`src/rtl/popcount_pattern_gen_if.sv`:
```
// Output stream interface for popcount_pattern_gen.
//   vec_out   : current vector (WIDTH bits)
//   vec_valid : vec_out is valid
//   vec_ready : downstream accepts the current vector
//   vec_last  : final vector of the run, qualified by vec_valid
// master = generator side, slave = consumer side.
interface popcount_pattern_gen_if #(
  parameter int unsigned WIDTH = 8
);
  logic [WIDTH-1:0] vec_out;
  logic             vec_valid;
  logic             vec_ready;
  logic             vec_last;

  modport master (
    output vec_out,
    output vec_valid,
    output vec_last,
    input  vec_ready
  );

  modport slave (
    input  vec_out,
    input  vec_valid,
    input  vec_last,
    output vec_ready
  );
endinterface

```
`src/rtl/popcount_pattern_gen.sv`:
```
// Emits every WIDTH-bit vector with exactly k ones, in ascending order, one per handshake.
// Successive vectors come from the next-combination (Gosper) step.
// Ports:
//   clk, rst   : clock and synchronous active-high reset
//   start      : begin a run (sampled only when idle), count_in = k sampled with it
//   busy       : high while a run is being emitted
//   emit_count : vectors transferred in the current or most recent run
//   done       : one-cycle pulse after the final transfer
//   err        : one-cycle pulse when start is given with count_in > WIDTH
//   vec_if     : vector stream (vec_out/vec_valid/vec_last out, vec_ready in)
module popcount_pattern_gen #(
  parameter int unsigned WIDTH = 8,
  parameter int unsigned CW    = $clog2(WIDTH + 1)
) (
  input  logic                          clk,
  input  logic                          rst,
  input  logic                          start,
  input  logic [CW-1:0]                 count_in,
  output logic                          busy,
  output logic [31:0]                   emit_count,
  output logic                          done,
  output logic                          err,
  popcount_pattern_gen_if.master        vec_if
);

  localparam int unsigned XW = WIDTH + 1;

  typedef enum logic [0:0] {StIdle, StEmit} state_e;

  state_e           state_q, state_d;
  logic [WIDTH-1:0] vec_q, vec_d;
  logic [CW-1:0]    k_q, k_d;
  logic [31:0]      cnt_q, cnt_d;
  logic             done_q, done_d;
  logic             err_q, err_d;

  logic [XW-1:0]    v_x, c_x, r_x;
  int unsigned      ctz;
  logic             ctz_found;
  logic [WIDTH-1:0] next_vec, start_vec, last_vec;
  logic             transfer, is_last;

  // Gosper step, computed one bit wider so the carry out of v + c is not lost.
  always_comb begin
    v_x       = {1'b0, vec_q};
    c_x       = v_x & (~v_x + XW'(1));
    r_x       = v_x + c_x;
    ctz       = 0;
    ctz_found = 1'b0;
    for (int unsigned i = 0; i < XW; i++) begin
      if (c_x[i] && !ctz_found) begin
        ctz       = i;
        ctz_found = 1'b1;
      end
    end
    next_vec  = WIDTH'((((r_x ^ v_x) >> 2) >> ctz) | r_x);
    start_vec = WIDTH'((XW'(1) << count_in) - XW'(1));
    // The run ends on the k ones packed into the MSBs.
    last_vec  = WIDTH'((XW'(1) << k_q) - XW'(1)) << (WIDTH - 32'(k_q));
  end

  assign transfer = (state_q == StEmit) && vec_if.vec_ready;
  assign is_last  = (state_q == StEmit) && (vec_q == last_vec);

  always_comb begin
    state_d = state_q;
    vec_d   = vec_q;
    k_d     = k_q;
    cnt_d   = cnt_q;
    done_d  = 1'b0;
    err_d   = 1'b0;
    unique case (state_q)
      StIdle: begin
        if (start) begin
          if (count_in > CW'(WIDTH)) begin
            err_d = 1'b1;
          end else begin
            state_d = StEmit;
            vec_d   = start_vec;
            k_d     = count_in;
            cnt_d   = '0;
          end
        end
      end
      StEmit: begin
        // start is deliberately ignored here
        if (transfer) begin
          cnt_d = cnt_q + 32'd1;
          if (is_last) begin
            state_d = StIdle;
            done_d  = 1'b1;
          end else begin
            vec_d = next_vec;
          end
        end
      end
      default: state_d = StIdle;
    endcase
  end

  always_ff @(posedge clk) begin
    if (rst) begin
      state_q <= StIdle;
      vec_q   <= '0;
      k_q     <= '0;
      cnt_q   <= '0;
      done_q  <= 1'b0;
      err_q   <= 1'b0;
    end else begin
      state_q <= state_d;
      vec_q   <= vec_d;
      k_q     <= k_d;
      cnt_q   <= cnt_d;
      done_q  <= done_d;
      err_q   <= err_d;
    end
  end

  assign vec_if.vec_out   = vec_q;
  assign vec_if.vec_valid = (state_q == StEmit);
  assign vec_if.vec_last  = is_last;
  assign busy             = (state_q == StEmit);
  assign emit_count       = cnt_q;
  assign done             = done_q;
  assign err              = err_q;

endmodule

```
`src/flat_wrapper.sv`:
```
// flat-port wrapper written by rule: the top's interface ports become plain ports
module popcount_pattern_gen_flat 
#(
  parameter int unsigned WIDTH = 8,
  parameter int unsigned CW    = $clog2(WIDTH + 1)
)
  (clk, rst, start, count_in, busy, emit_count, done, err, vec_if_vec_out, vec_if_vec_valid, vec_if_vec_last, vec_if_vec_ready);
  popcount_pattern_gen_if #(.WIDTH(WIDTH)) vec_if_i ();
  input  logic clk;
  input  logic rst;
  input  logic start;
  input  logic [CW-1:0] count_in;
  output logic busy;
  output logic [31:0] emit_count;
  output logic done;
  output logic err;
  output wire logic [$bits(vec_if_i.vec_out)-1:0] vec_if_vec_out;
  output wire logic [$bits(vec_if_i.vec_valid)-1:0] vec_if_vec_valid;
  output wire logic [$bits(vec_if_i.vec_last)-1:0] vec_if_vec_last;
  input wire logic [$bits(vec_if_i.vec_ready)-1:0] vec_if_vec_ready;
  assign vec_if_vec_out = vec_if_i.vec_out;
  assign vec_if_vec_valid = vec_if_i.vec_valid;
  assign vec_if_vec_last = vec_if_i.vec_last;
  assign vec_if_i.vec_ready = vec_if_vec_ready;
  popcount_pattern_gen #(.WIDTH(WIDTH), .CW(CW)) u_core (.clk(clk), .rst(rst), .start(start), .count_in(count_in), .busy(busy), .emit_count(emit_count), .done(done), .err(err), .vec_if(vec_if_i));
endmodule
```
`config.mk`:
```
export PLATFORM = sky130hd
export DESIGN_NAME = popcount_pattern_gen_flat
export DESIGN_NICKNAME = d
export VERILOG_FILES = /design/src/rtl/popcount_pattern_gen_if.sv /design/src/rtl/popcount_pattern_gen.sv /design/src/flat_wrapper.sv
export SDC_FILE = /design/constraint.sdc
export NUM_CORES = 1
export LEC_CHECK = 0
export BUFFER_PORTS_ARGS = -buffer_cell sky130_fd_sc_hd__buf_2
export CAP_MARGIN = 20
export CORE_MARGIN = 2
export CORE_UTILIZATION = 35
export CTS_CLUSTER_DIAMETER = 120
export CTS_CLUSTER_SIZE = 24
export DETAILED_ROUTE_END_ITERATION = 10
export SLEW_MARGIN = 10
export SYNTH_ARGS = -nofsm -noshare
export SYNTH_HDL_FRONTEND = slang
export SYNTH_SLANG_ARGS = --single-unit
```
`constraint.sdc`:
```
create_clock -name clk -period 5.6 [get_ports clk]
set_input_delay 0 -clock clk [delete_from_list [all_inputs] [get_ports clk]]
set_output_delay 0 -clock clk [all_outputs]
set_load 0.005 [all_outputs]
```
; Yosys cells after proc, flatten, opt, wreduce, memory -nomap -nowiden
; Index checks and enable logic that the tools add are counted.
[op_classes]
n_div = 0
bitwise_logic = 8
add_sub_neg = 6
n_shift = 4
n_mux = 32
n_eq_ne = 5
reduce_logical = 23
order_cmp = 1
mul = 0
[ops]
columns = operator, n
row1 = 32-bit 2-to-1 mux, 10
row2 = 32-bit one-hot mux with 2 select lines, 1
row3 = "32-bit by 1-bit adder with 32-bit output, second input constant", 1
row4 = 8-bit 2-to-1 mux, 4
row5 = 8-bit by 32-bit << shifter with 8-bit output, 1
row6 = 7-bit by 32-bit right shift with 8-bit output, 1
row7 = 8-bit one-hot mux with 2 select lines, 1
row8 = "1-bit by 4-bit << shifter with 8-bit output, first input constant", 2
row9 = "8-bit by 2-bit subtractor with 8-bit output, second input constant", 2
row10 = 1-bit 2-to-1 mux, 15
row11 = 1-bit logical AND, 10
row12 = 8-bit by 9-bit adder with 9-bit output, 1
row13 = "9-bit by 1-bit adder with 9-bit output, second input constant", 1
row14 = 8-bit by 9-bit bitwise AND with 9-bit output, 1
row15 = 8-bit inverter with 9-bit output, 1
row16 = 9-bit by 8-bit bitwise XOR with 9-bit output, 1
row17 = 8-bit == test, 1
row18 = 1-bit logical NOT, 8
row19 = "2-bit inequality test, second input constant", 4
row20 = 8-bit bitwise OR, 1
row21 = 3-bit AND reduction, 2
row22 = 3-bit OR reduction, 2
row23 = "4-bit by 4-bit subtractor with 5-bit output, first input constant", 1
row24 = "4-bit greater-than comparator, second input constant", 1
row25 = other kinds (3), 6
[word_totals]
wordCells = 85
n_memories = 0
latchBits = 0
ram_bits = 0
ff_bits = 47
mem_bits_ro = 0
out_inout_bits = 45
inputBits = 8

; Longest topological paths before layout
; Gate-level depths: netlist of the first run.
[depth]
ltp_word = 33
mapped_depth = 17
ltp_nobuf = 13

; Worst setup path before layout of the first run
; No wires, ideal clock.
[synth_timing]
path_kind = register -> register
from = reg u_core.k_q[0]
to = reg u_core.vec_q[3] (netlist: u_core.vec_if.vec_out[3])
setup_ps = 79
period_less_slack_ps = 3918
path_buffers = 3
slack_ps = 1682
t_arrival_ps = 3838
path_stages_with_launch = 16
t_required_ps = 5521
cell_sequence = dfxtp_1 > buf_6 > buf_4 > inv_2 > ha_1 > ha_1 > clkbuf_2 > nand2_1 > ha_1 > nor2b_1 > a221o_1 > o31a_1 > a2111o_1 > or4_4 > or4_1 > o211ai_1
[synth_via]
elab_chain_cells = 7
elab_cells_between_ends = 8
classes_between = add/sub (2) / eq/ne (2) / shift (2) / reduce/logical (2)
[synth_rtl]
columns = element, line_no
row1 = from (decl), popcount_pattern_gen.sv:32  ; logic [CW-1:0] k_q, k_d;
row2 = from (signal assigned), popcount_pattern_gen.sv:112  ; k_q <= k_d;
row3 = 1-bit by 4-bit << shifter with 8-bit output, popcount_pattern_gen.sv:59  ; last_vec = WIDTH'((XW'(1) << k_q) - XW'(1)) << (WIDTH - 32'(k_q));
row4 = 8-bit by 2-bit subtractor with 8-bit output, popcount_pattern_gen.sv:59
row5 = 8-bit by 32-bit << shifter with 8-bit output (*), popcount_pattern_gen.sv:59
row6 = 8-bit == test (*), popcount_pattern_gen.sv:63  ; assign is_last = (state_q == StEmit) && (vec_q == last_vec);
row7 = 1-bit logical AND (*), popcount_pattern_gen.sv:63
row8 = 2-bit inequality test (no source line) (*), --
row9 = 4-bit AND reduction (no source line) (*), --
row10 = to (signal assigned), popcount_pattern_gen.sv:111  ; vec_q <= vec_d;
row11 = to (decl), popcount_pattern_gen.sv:31  ; logic [WIDTH-1:0] vec_q, vec_d;
; Every way passes the cells marked *; elsewhere a longest branch is shown, timed or not.
; A chain may end at the register's enable or synchronous reset.

; Worst setup path in the final report of the first run
[layout_timing]
from = reg u_core.k_q[0]
to = out vec_if_vec_last
[layout_via]
elab_chain_cells = 5
elab_cells_between_ends = 6
classes_between = add/sub (2) / eq/ne (1) / shift (2) / reduce/logical (1)
[layout_rtl]
columns = element, line_no
row1 = 1-bit by 4-bit << shifter with 8-bit output, popcount_pattern_gen.sv:59
row2 = 8-bit by 2-bit subtractor with 8-bit output, popcount_pattern_gen.sv:59
row3 = 8-bit by 32-bit << shifter with 8-bit output (*), popcount_pattern_gen.sv:59
row4 = 8-bit == test (*), popcount_pattern_gen.sv:63
row5 = 1-bit logical AND (*), popcount_pattern_gen.sv:63
row6 = to (decl), flat_wrapper.sv:19  ; output wire logic [$bits(vec_if_i.vec_last)-1:0] vec_if_vec_last;
; Marked as above.

==> results of run 1 <==
==> synth_stat cells (8+ instances only) <==
cell type / instances
xnor2_1: 8
xor2_1: 20
clkbuf_1: 24
nor3_1: 12
nor2b_1: 8
nand4_1: 10
o21ai_0: 25
nand2_1: 47
a211oi_1: 8
inv_1: 14
mux2i_1: 10
a21oi_1: 28
nand3_1: 22
or3_1: 12
nand2b_1: 10
dfxtp_1: 47
ha_1: 9
nor2_1: 60
==> metal layers <==
metal  vias up  part of all wire (%)  global-route usage (%)  wire length, microns
met3        18                   6.5                   2.998                   722
met5         -                     0                       0                     0
li1       1973                     -                       -                     -
met2       157                    45                   28.66                  4937
met4         0                   1.5                   4.196                   164
met1      1968                    47                   26.36                  5264
==> cell families after synthesis <==
family | after synthesis
xor+xnor | 29
compound gates | 138
simple gates | 228
mux | 16
fa+ha+maj | 9
flops | 47
buf+inv | 56
==> worst max-delay path: cells and delay by family, from the launching register on <==
kind	cells	cell delay, ns
buf+inv	4	0.60
fa+ha+maj	3	0.95
simple gates	4	1.08
compound gates	3	1.03
flops	1	0.89
==> layout make-up <==
cell class | instances | share of cell area (%)
clock inverters | 2 | 0.8014
inverters | 17 | 1.460
clock buffers | 6 | 3.177
flip-flops and latches | 47 | 21.52
repair buffers | 54 | 6.354
well taps | 140 | 4.007
multi-input cells | 420 | 62.68
==> report_power, final <==
part | total [mW] | switching [mW] | leakage [nW] | internal, mW
logic | 0.383 | 0.236 | 1.15 | 0.147
registers | 0.394 | 0.0481 | 0.381 | 0.345
clock network | 0.347 | 0.125 | 0.0868 | 0.222
total | 1.12 | 0.409 | 1.62 | 0.714
==> final timing paths <==
kind	from	to	slack, ns	depth (start not counted)
setup / recovery	u_core.k_q[0]	vec_if_vec_last	0.76	14
hold reg to reg	u_core.emit_count[15]	u_core.emit_count[15]	0.50	2
setup reg to reg	u_core.k_q[0]	u_core.done	0.95	13
hold / removal	vec_if_vec_ready	u_core.emit_count[1]	0.03	3
==> flip-flops by register name (all words and copies together) (netlist names) <==
| name | cells |
|---|---|
| u_core.k_q | 4 |
| u_core.done | 1 |
| u_core.err | 1 |
| u_core.emit_count | 32 |
| u_core.busy | 1 |
| u_core.vec_if.vec_out | 8 |
==> timing repair <==
item	CTS	global route
hold buffers	1	0
hold endpoints to repair	1	0
endpoints found under the setup margin	0	0
buffers inserted	0	0
==> placed cells by master, fill, tap and decap left out, types with 6 or more instances in the layout <==
master	n
dfxtp_1	47
o21ai_0	25
or3_1	12
mux2_2	6
nand2_1	47
a32o_1	6
ha_1	9
nor2b_1	8
nor2_1	60
nand4_1	10
a21oi_1	28
or2_2	6
xor2_1	20
mux2i_1	10
nor3_1	12
inv_1	14
and3_1	7
nand2b_1	10
nand3_1	22
buf_2	52
o211ai_1	7
xnor2_1	8
a211oi_1	8
==> results.py, run 1 <==
metrics = {
    "critical_path": {
        "crit_path_top_delay_cell": "dfxtp_1",
        "path_cells": "inv_2, ha_1, ha_1, nand2_1, ha_1, inv_1, a222oi_1, o21ai_1, o311ai_0, or2_2, nand4_1, or3_1, inv_1, buf_2",
        "cp.arrival_ns": 4.84,
        "cp-start-kind": "flip-flop",
        "path_common_cell": "ha_1",
        "critical_path_class": "flip-flop to output pin",
        "crit_fanout": 24,
        "endpoint_kind": "output pin",
        "worstPathRequired_ns": 5.60,
        "cp_slowest_stage_delay_ns": 0.89,
    },
    "sta": {
        "hold_ws_ns": 0.02594,
        "hold_viol_final": 0,
        "setup_viol": 0,
        "min_period_over_period_pct": 86.45,
        "maxSlewViolCount": 0,
        "fin_ws_ns": 0.7585,
        "worst_pin_slew_ns": 1.013,
        "slew_headroom_pct": 32.28,
        "fin_crit_ns": 4.841,
        "fmax_mhz": 206.5,
        "setup_tns_ns": 0,
        "rsz0062_at_grt": "no",
        "finClkSkew_ns": 0.002976,
    },
    "grt": {
        "grt_start_max_net_pins": 31,
        "antenna_found_initial": 0,
        "grt_overflow": 0,
        "first_global_vias": 3665,
        "grt_pass1_wl_mm": 18.01,
        "grt_util_all_layers_pct": 18.33,
    },
    "drt": {
        "drt_iter0_drc": 328,
        "antenna_left": 0,
        "route.detailed.drc": 0,
        "via_count": 4116,
        "drt-pass1-iter-count": 5,
        "routed_via_density": 6.000,
        "wl_mm": 11.09,
        "post_drt_wl_per_cell_microns": 16.17,
    },
    "clock_tree": {
        "htree_levels": 2,
        "clockRootBuffer": "clkbuf_16",
        "clock_latency_ns": 0.29,
        "clk_pin_slew_ns": 0.06,
        "tritoncts": "yes",
        "cts_buffers": 5,
        "clock-sinks": 47,
        "max-clock-path-buffers": 2,
        "cts_resized": 0,
    },
    "pwr": {
        "peakVddDrop_v": 0.0001644,
        "leakagePower_nw": 1.616,
        "powerDensity_nw_per_um2": 256.9,
        "power_mw": 1.123,
    },
    "cells_and_area": {
        "final_cell_area_sq_um": 4372,
        "fill_cells": 1168,
        "postLayoutCoreUtil_pct": 39.98,
        "nNetsFinal": 562,
        "areaGrowthSynthToFinish_pct": 10.92,
        "instances_no_fill": 686,
        "layout.area.seq_sq_um": 940.9,
        "final_layout_size_suffix_gt1_share_pct": 15.75,
        "multi_input_area_sq_um": 2740,
        "antenna_cells": 0,
    },
    "floorplanning": {
        "rows": 38,
        "core-area_sq_um": 10940,
        "die_height_microns": 110.1,
        "io_pins": 53,
        "start_util_pct": 36.04,
        "dieArea_sq_um": 12130,
        "die_w_microns": 110.1,
    },
    "placed_design": {
        "pre_cts_slack_ns": 1.058,
        "dp_cells": 677,
        "placed_cell_area_sq_um": 4188,
        "portBuffers": 52,
        "place_congestion": 0.9049,
        "dp_hpwl_mm": 8.088,
    },
    "yosys": {
        "synth-xor-area-share_pct": 6.635,
        "synth_edf_count": 0,
        "synthesis.area_sq_um": 3941,
        "synth_fp_nets": 540,
        "synth_cell_types": 81,
        "avgSynthCellArea_sq_um": 7.536,
        "ys.flop_type": "dfxtp_1",
        "synth_top_cells_by_area": "dfxtp_1 24%, nor2_1 5.7%, nand2_1 4.5%",
        "synthArstFlopShare_pct": 0,
        "synthAdderAreaFrac_pct": 2.857,
        "synth_top_area_share_pct": 23.87,
        "synth_top_family_by_area": "simple AND/OR/NAND/NOR gates",
        "yosys-mux-area-fraction_pct": 4.254,
        "seq_area_frac_synth_pct": 23.87,
        "synth-simple-area-share_pct": 30.57,
        "synth_compound_area_share_pct": 25.21,
        "yosys_warnings": 0,
        "yosys.area.top_type": "dfxtp_1",
        "synth_cells": 523,
        "ys_ff_latch": 47,
    },
    "run_status": {
        "status": "finished, final reports clean",
    },
    "hold_path": {
        "holdCritPathClass": "input pin to flip-flop",
    },
    "flow_run": {
        "cap_violations": 0,
    },
}
Note: power is estimated with default switching activity, not from simulation.
==> inputs of run 2 (changes only) <==
CORE_UTILIZATION = 50   (was 35)
PLACE_DENSITY = 0.71   (was default)
==> run 2 against run 1 <==
  * Hold slack better by 0.022 ns
  * Total power is 5.6% lower
  * Global-route usage is 5.8 points higher
  * Via count is 1.3% lower
  * Register-to-register slack better by 0.21 ns
  * Non-clock buffer count stayed put
  * Critical path depth stayed put
  * Core utilization is 16 points higher
  * Final cell count is 5.5% lower
  * Sequential cell count stayed put
  * Clock power is 16% lower
  * Count of clock-buffer cells in the layout stayed put
  * Critical path type unchanged
  * Critical endpoint unchanged
==> results.py, run 2 (synthesis results as in run 1) <==
metrics = {
    "critical_path": {
        "cp.buffers_inverters": 4,
        "path_cells": "inv_2, ha_1, ha_1, nand2_1, ha_1, inv_1, a32o_1, o41ai_1, mux2i_1, nor3_1, nand4_1, or3_1, inv_1, buf_2",
        "crit_fanout": 24,
        "crit_family": "simple AND/OR/NAND/NOR gates",
        "cp-start-kind": "flip-flop",
        "r2r_start": "u_core.k_q[0]",
        "critPathLaunch": "u_core.k_q[0]",
        "r2r_setup_slack_ns": 1.16,
        "r2r-end": "u_core.vec_if.vec_out[3]",
        "worstPathRequired_ns": 5.60,
        "path_common_cell": "ha_1",
        "endpoint_kind": "output pin",
        "crit_path_top_delay_cell": "dfxtp_1",
        "cp.arrival_ns": 4.59,
        "rr_worst_depth": 13,
        "critical_path_class": "flip-flop to output pin",
        "cp_slowest_stage_delay_ns": 0.87,
    },
    "cells_and_area": {
        "antenna_cells": 0,
        "instances_no_fill": 648,
        "fill_cells": 741,
        "nNetsFinal": 562,
        "largest_register_ff_count": 32,
        "final_cell_mix": "60 x nor2_1, 52 x buf_2, 47 x nand2_1, 47 x dfxtp_1, 28 x a21oi_1",
        "final_common_cell": "nor2_1",
        "final_layout_size_suffix_gt1_share_pct": 15.38,
        "areaGrowthSynthToFinish_pct": 8.730,
    },
    "sta": {
        "fmax_mhz": 218.0,
        "min_period_over_period_pct": 81.90,
        "worst_pin_slew_ns": 0.9824,
        "rsz0062_at_grt": "no",
        "finClkSkew_ns": 0.01416,
        "hold_viol_final": 0,
        "setup_viol": 0,
        "fin_crit_ns": 4.586,
        "setup_tns_ns": 0,
        "maxSlewViolCount": 0,
        "slew_headroom_pct": 34.35,
    },
    "grt": {
        "grt_overflow": 0,
        "grt_util_all_layers_pct": 24.09,
        "antenna_found_initial": 0,
        "grt_start_max_net_pins": 31,
        "grt_pass1_wl_mm": 17.36,
        "first_global_vias": 3622,
    },
    "drt": {
        "routed_via_density": 6.269,
        "post_drt_wl_per_cell_microns": 15.82,
        "antenna_left": 0,
        "via_count": 4062,
        "drt-pass1-iter-count": 5,
        "drt_iter0_drc": 296,
        "wl_mm": 10.25,
        "route.detailed.drc": 0,
    },
    "flow_run": {
        "cap_violations": 0,
    },
    "floorplanning": {
        "rows": 32,
        "die_height_microns": 92.79,
        "die_w_microns": 92.79,
        "core-area_sq_um": 7687,
        "start_util_pct": 51.27,
        "io_pins": 53,
        "dieArea_sq_um": 8609,
    },
    "run_status": {
        "status": "finished, final reports clean",
    },
    "clock_tree": {
        "clockRootBuffer": "clkbuf_8",
        "cts_resized": 0,
        "clock_latency_ns": 0.30,
        "cts_buffers": 5,
        "tritoncts": "yes",
        "max-clock-path-buffers": 2,
        "clock-sinks": 47,
        "clk_pin_slew_ns": 0.09,
        "htree_levels": 2,
    },
    "hold_path": {
        "holdCritPathClass": "input pin to flip-flop",
        "worstHoldStart": "count_in[3]",
        "hold_path_depth": 3,
        "min_to": "u_core.err",
    },
    "placed_design": {
        "dp_hpwl_mm": 7.479,
        "place_congestion": 0.9662,
        "portBuffers": 52,
        "dp_cells": 638,
    },
    "pwr": {
        "leakagePower_nw": 1.593,
        "netSwitchingPower_uw": 389.9,
        "seq_power_share_pct": 37.3,
        "peakVddDrop_v": 0.0001811,
        "intPower_uw": 669.8,
        "swShare_pct": 36.79,
        "pwr-share-comb_pct": 35.1,
        "powerDensity_nw_per_um2": 247.3,
        "power_mw": 1.060,
        "p_clk_share_pct": 27.6,
    },
}
run 2: cell types whose count changed in the layout (fill, tap and decap cells not counted):
cell,previous run,this run
clkinv_2,1,0
clkbuf_16,5,0
clkbuf_1,0,1
dlygate4sd3_1,1,2
bufinv_16,1,2
clkbuf_8,1,5
buf_4,1,0
run 2: worst max-delay path by stage:
stage / cells past startpoint / endpoint
3_5_place_dp: 13 / u_core.vec_if.vec_out[3]
3_3_place_gp: 13 / u_core.vec_if.vec_out[3]
2_1_floorplan: 15 / u_core.vec_if.vec_out[3]
6_report: 14 / vec_if_vec_last
5_1_grt: 14 / vec_if_vec_last
4_1_cts: 14 / vec_if_vec_last
run 2: layout make-up:
class / instances / area (sq um) / share of cell area [%]
Timing Repair Buffer: 54 / 280.3 / 6.540
Tap cell: 102 / 127.6 / 2.978
Inverter: 17 / 63.81 / 1.489
Multi-Input combinational cell: 420 / 2740 / 63.94
Clock inverter: 2 / 60.06 / 1.401
Clock buffer: 6 / 72.57 / 1.693
Sequential cell: 47 / 940.9 / 21.96
run 2: worst min-delay path, stage by stage:
cell,delay [ns]
buf_2,0.14
o31ai_1,0.10
nor3_1,0.06
run 2: repair_timing:
action,CTS,global route
setup buffers,0,0
hold endpoints to repair,2,0
hold buffers,2,0
run 2: stage by stage:
step / instance area (sq um) / setup slack [ns] / hold slack (ns) / utilization (%)
after floorplan: 3941 / 1.682 / 0.1118 / -
after global placement: 4133 / 1.301 / 0.2289 / 53.76
after detailed placement: 4133 / 1.225 / 0.2337 / 53.76
after CTS: 4285 / 1.095 / 0.05235 / 55.75
after global routing: 4285 / 0.6435 / 0.07033 / 55.75
final: 4285 / 1.014 / 0.04819 / 55.75
run 2: power by group through the flow:
| stage | registers, mW | logic (mW) | clock network [mW] |
|---|---|---|---|
| after global placement | 0.402 | 0.360 | 0 |
| final | 0.395 | 0.372 | 0.292 |
| after global routing | 0.401 | 0.412 | 0.307 |
| after floorplan | 0.364 | 0.319 | 0 |
| after detailed placement | 0.402 | 0.361 | 0 |
| after CTS | 0.394 | 0.365 | 0.294 |
run 2: layer usage:
layer	GRT usage (%)	wire length, microns
met5	0	0
met4	5.392	119
met3	3.580	779
met2	39.07	4791
met1	33.80	4560
